===== src/rtl/field_select_arbiter.sv =====
// Round-robin shared part-select extractor over an ascending-range word register.
// Latency 1 into a 1-deep result slot. Optional counters under FSEL_STATS_EN.
module field_select_arbiter #(
   parameter int NREQ   = 4,
   parameter int WORD_W = 32,
   parameter int LO     = 19,
   parameter int FLD_W  = 4,
   parameter int OFF_W  = 6
) (
   input  logic                      clk,
   input  logic                      rst_n,
   input  logic                      word_ld,
   input  logic [WORD_W-1:0]         word_i,
   input  logic [NREQ-1:0]           req_valid,
   input  logic [NREQ*OFF_W-1:0]     req_off,
   input  logic [NREQ-1:0]           req_dir,
   output logic [NREQ-1:0]           req_ready,
   output logic                      out_valid,
   input  logic                      out_ready,
   output logic [FLD_W-1:0]          out_data,
   output logic [$clog2(NREQ)-1:0]   out_id,
   output logic                      out_oob
`ifdef FSEL_STATS_EN
   ,
   output logic [15:0]               stat_grants,
   output logic [15:0]               stat_oob
`endif
);

   localparam int IDW = $clog2(NREQ);
   // One bit beyond OFF_W+8 so descending selects below index 0 stay signed-safe.
   localparam int IW  = OFF_W + 9;

   logic [LO:LO+WORD_W-1]   r_word;
   logic                    r_out_valid;
   logic [FLD_W-1:0]        r_out_data;
   logic [IDW-1:0]          r_out_id;
   logic                    r_out_oob;
   logic [IDW-1:0]          r_rr;

   logic                    w_slot_free;
   logic                    w_any;
   logic [IDW-1:0]          w_gnt_id;
   logic [NREQ-1:0]         w_gnt;
   logic                    w_accept;
   logic [OFF_W-1:0]        w_off;
   logic                    w_dir;
   logic signed [IW-1:0]    w_idx;
   logic signed [IW-1:0]    w_base;
   logic signed [IW-1:0]    w_k;
   logic [WORD_W-1:0]       w_rev;
   logic [WORD_W-1:0]       w_sh;
   logic [FLD_W-1:0]        w_fld;
   logic                    w_oob;

   assign w_slot_free = !r_out_valid || out_ready;

   always_comb begin
      w_any    = 1'b0;
      w_gnt_id = '0;
      for (int i = 0; i < NREQ; i++) begin
         automatic int c = (int'(r_rr) + i) % NREQ;
         if (!w_any && req_valid[c]) begin
            w_any    = 1'b1;
            w_gnt_id = IDW'(c);
         end
      end
      if (!(rst_n && w_slot_free)) w_any = 1'b0;
      w_gnt = w_any ? (NREQ'(1) << w_gnt_id) : '0;
   end

   assign req_ready = w_gnt;
   assign w_accept  = |(req_valid & w_gnt);

   // w_rev[p] is the bit at index LO+p, so offsets from LO index it directly.
   always_comb begin
      w_rev = '0;
      for (int p = 0; p < WORD_W; p++) w_rev[p] = r_word[LO+p];
   end

   always_comb begin
      w_off  = req_off[w_gnt_id*OFF_W +: OFF_W];
      w_dir  = req_dir[w_gnt_id];
      w_idx  = IW'(LO) + IW'(w_off);
      w_base = w_dir ? (w_idx - IW'(FLD_W-1)) : w_idx;
      w_fld  = '0;
      w_oob  = 1'b0;
      w_k    = '0;
      w_sh   = '0;
      for (int j = 0; j < FLD_W; j++) begin
         w_k = w_base + IW'(j);
         if ((w_k < IW'(LO)) || (w_k > IW'(LO+WORD_W-1))) begin
            w_oob = 1'b1;
         end else begin
            w_sh = w_rev >> (w_k - IW'(LO));
            w_fld[FLD_W-1-j] = w_sh[0];
         end
      end
   end

   always_ff @(posedge clk) begin
      if (!rst_n) begin
         r_word      <= '0;
         r_out_valid <= 1'b0;
         r_out_data  <= '0;
         r_out_id    <= '0;
         r_out_oob   <= 1'b0;
         r_rr        <= '0;
      end else begin
         if (word_ld) r_word <= word_i;
         if (w_accept) begin
            r_out_valid <= 1'b1;
            r_out_data  <= w_fld;
            r_out_id    <= w_gnt_id;
            r_out_oob   <= w_oob;
            r_rr        <= (w_gnt_id == IDW'(NREQ-1)) ? '0 : w_gnt_id + 1'b1;
         end else if (out_ready) begin
            r_out_valid <= 1'b0;
         end
      end
   end

   assign out_valid = r_out_valid;
   assign out_data  = r_out_data;
   assign out_id    = r_out_id;
   assign out_oob   = r_out_oob;

`ifdef FSEL_STATS_EN
   logic [15:0] r_stat_grants;
   logic [15:0] r_stat_oob;

   always_ff @(posedge clk) begin
      if (!rst_n) begin
         r_stat_grants <= '0;
         r_stat_oob    <= '0;
      end else if (w_accept) begin
         if (r_stat_grants != 16'hFFFF) r_stat_grants <= r_stat_grants + 16'd1;
         if (w_oob && (r_stat_oob != 16'hFFFF)) r_stat_oob <= r_stat_oob + 16'd1;
      end
   end

   assign stat_grants = r_stat_grants;
   assign stat_oob    = r_stat_oob;
`endif

endmodule


===== config.mk =====
export PLATFORM = sky130hd
export DESIGN_NAME = field_select_arbiter
export DESIGN_NICKNAME = d
export VERILOG_FILES = /design/src/rtl/field_select_arbiter.sv
export SDC_FILE = /design/constraint.sdc
export NUM_CORES = 1
export LEC_CHECK = 0
export ABC_AREA = 1
export BUFFER_PORTS_ARGS = -buffer_cell sky130_fd_sc_hd__clkbuf_2
export CORE_UTILIZATION = 45
export DETAILED_ROUTE_END_ITERATION = 6
export HOLD_SLACK_MARGIN = 0.03
export PLACE_DENSITY = 0.66
export SYNTH_ARGS = -nofsm -noshare
export SYNTH_HDL_FRONTEND = slang
export SYNTH_SLANG_ARGS = --single-unit

===== constraint.sdc =====
create_clock -name clk -period 5.1 [get_ports clk]
set_clock_uncertainty 0.15 [all_clocks]
set_input_delay 1.02 -clock clk [delete_from_list [all_inputs] [get_ports clk]]
set_output_delay 1.02 -clock clk [all_outputs]
set_load 0.01 [all_outputs]

==> flow_summary.yaml <==
route:
  drt_iter0_drc: 337
  postRouteAntennaNets: 0
  highest_layer: "met4"
  viasPerCell: 5.171
  drt_drc_violations_left: 0
  first_pass_iters: 5
  wl_met1_mm: 6.685
  routed-via-count: 5440
  wl_met3_um: 584
  wirelength_mm: 13.72
  wl_per_cell_um: 13.05
  wl_met2_mm: 6.186
sta:
  drv_slew: 0
  fmax_mhz: 207.9
  finalHoldViolations: 0
  final.setup.tns_ns: 0
  setup_viol: 0
  relSlewSlack: 0.6232
  worst_slew_pin_slew_ns: 0.5593
  finalCritPeriodShare: 0.9429
  rsz0062_at_grt: "false"
  finalCriticalPeriod_ns: 4.809
cells_and_area:
  layout_common_cells: "271 x nand2_1, 97 x nand3_1, 89 x nor2_1"
  post_route_cells_drive_above_1_share: 0.1817
  final_common_cell: "nand2_1"
  areaGrowthSynthToFinish_pct: 13.33
  num_antenna_cells: 0
  finalNetCount: 1005
setup_path:
  crit_path_start_kind: "input port"
  crit_type: "input port to flip-flop"
  cpLargestDelayFamily: "simple AND/OR/NAND/NOR gates"
  cpMaxStageDelayCell: "o21ai_2"
  endpoint_kind: "flip-flop"
  path_buf_inv: 6
  worst-endpoint-required_ns: 5.20
  cp_max_fo: 9
  slowest_delay_ns: 0.33
  crit_arrival_ns: 4.91
yosys:
  synthArstFlopShare: 0
  yosysSeqAreaShare: 0.1784
  syn_inst: 843
  yosysUniqueCellTypes: 38
  synth_area_per_cell_sq_um: 5.591
  yosys_most_used_dff: "dfxtp_1"
  ys_warn_count: 0
  synth_fp_nets: 930
  synth_edf_count: 0
  syn_area_sq_mm: 0.004713
  ys_ff_latch: 42
floorplan:
  rows: 36
  dieArea_sq_mm: 0.01089
  ioPinCount: 80
  design.core.area_sq_mm: 0.009955
  die_x_um: 104.3
  floorplan.initialDensity: 0.4735
  dieHeight_um: 104.3
placement:
  routabilityCongestion: 0.9615
  io_buffers: 79
  hpwl_mm: 10.94
clock_network:
  root_buffer: "clkbuf_8"
  cts_tree: "yes"
  htree_levels: 2
  cts_setup_buffers: 0
  cts_buffer_depth: 2
  clkTransAtPathRegs_ns: 0.10
  hold_buffers: 0
  clock-sinks: 42
  post_cts_resized: 0
  insertion_delay_ns: 0.31
  cts_buffers: 5
global_route:
  grt_max_degree: 41
  grt_pass1_vias: 4948
  grt_overflow: 0
  grt_pass1_wl_mm: 23.07
  antenna_found_initial: 0
  track_usage: 0.2556
outcome:
  status: "finished clean"
job:
  drv_cap: 0
hold_path:
  hp-class: "flip-flop to flip-flop"
## final cells by class
class	count	area, sq um
timing repair buffer	100	553.0
fill	1105	4613
clock inverter	2	12.51
multi-input combinational	674	3327
tap	133	166.4
inverter	95	357.8
sequential	42	842.1
clock buffer	6	82.58
## worst min-delay path, delay by kind of cell (launching register included)
| kind | cells | cell delay, ns |
|---|---|---|
| AO/OA/AOI/OAI | 1 | 0.05 |
| flip-flops | 1 | 0.32 |
| AND/OR/NAND/NOR | 1 | 0.06 |
## layer usage
layer	vias up	global-route usage
li1	2851	-
met1	2421	0.3458
met2	142	0.4177
met3	26	0.03571
met4	0	0.07755
met5	-	0
## path summary, 6_finish.rpt
| path | from | endpoint | slack [ns] | cells after the start |
|---|---|---|---|---|
| min | out_data[0] | out_data[0] | 0.32 | 2 |
| min reg2reg | out_data[0] | out_data[0] | 0.32 | 2 |
| max | req_valid[3] | out_data[3] | 0.29 | 26 |
| max reg2reg | r_rr[0] | out_data[3] | 0.52 | 26 |
## cell usage after synthesis (all sizes together) (2+ instances only)
cell    count  area [sq um]
xor2        5         88.84
nor3        4         20.02
dfxtp      42         840.8
ha         19         237.7
buf        18         135.1
nand4       6         37.54
clkbuf     14         52.55
a21oi      35         175.2
o21ai      80         404.1
o211ai      5         37.54
nand3b     13         101.4
clkinv      3         12.51
inv        92         345.3
nand3     108         595.6
nand2     298          1191
xnor2       2         17.52
nor2       93         374.1
## stage by stage
| step | instance area [sq um] | utilization | hold slack, ns | cells | worst slack [ns] |
|---|---|---|---|---|---|
| 2_1_floorplan | 4713 | - | 0.2892 | 843 | 0.5839 |
| 3_3_place_gp | 5245 | 0.5269 | 0.3014 | 1044 | 0.1232 |
| 3_5_place_dp | 5245 | 0.5269 | 0.3050 | 1044 | 0.06564 |
| 4_1_cts | 5340 | 0.5365 | 0.3196 | 1052 | 0.3740 |
| 5_1_grt | 5341 | 0.5366 | 0.3426 | 1052 | 0.01358 |
| 6_report | 5341 | 0.5366 | 0.3202 | 1052 | 0.2911 |
## logic make-up (layout without fill, tap and decap cells)
| kind of cell | after synthesis | in the layout | share of synthesized area |
|---|---|---|---|
| and+or+nand+nor | 522 | 522 | 0.4922 |
| buffers and inverters | 127 | 203 | 0.1157 |
| AOI/OAI and AO/OA | 125 | 125 | 0.1399 |
| DFF | 42 | 42 | 0.1784 |
| adders and majority gates | 19 | 19 | 0.05044 |
| xor gates and xnor gates | 7 | 7 | 0.02257 |
| other | 1 | 1 | 0.0007956 |
## state kept, by name, summed over array words and instances, names as in the netlist
name,cells
out_data,4
r_word,32
out_valid,1
r_rr,2
out_oob,1
out_id,2
Power is left out: the tool's default activity adds up to more than one toggle a clock period on the data nets, which glitch-free logic cannot reach.
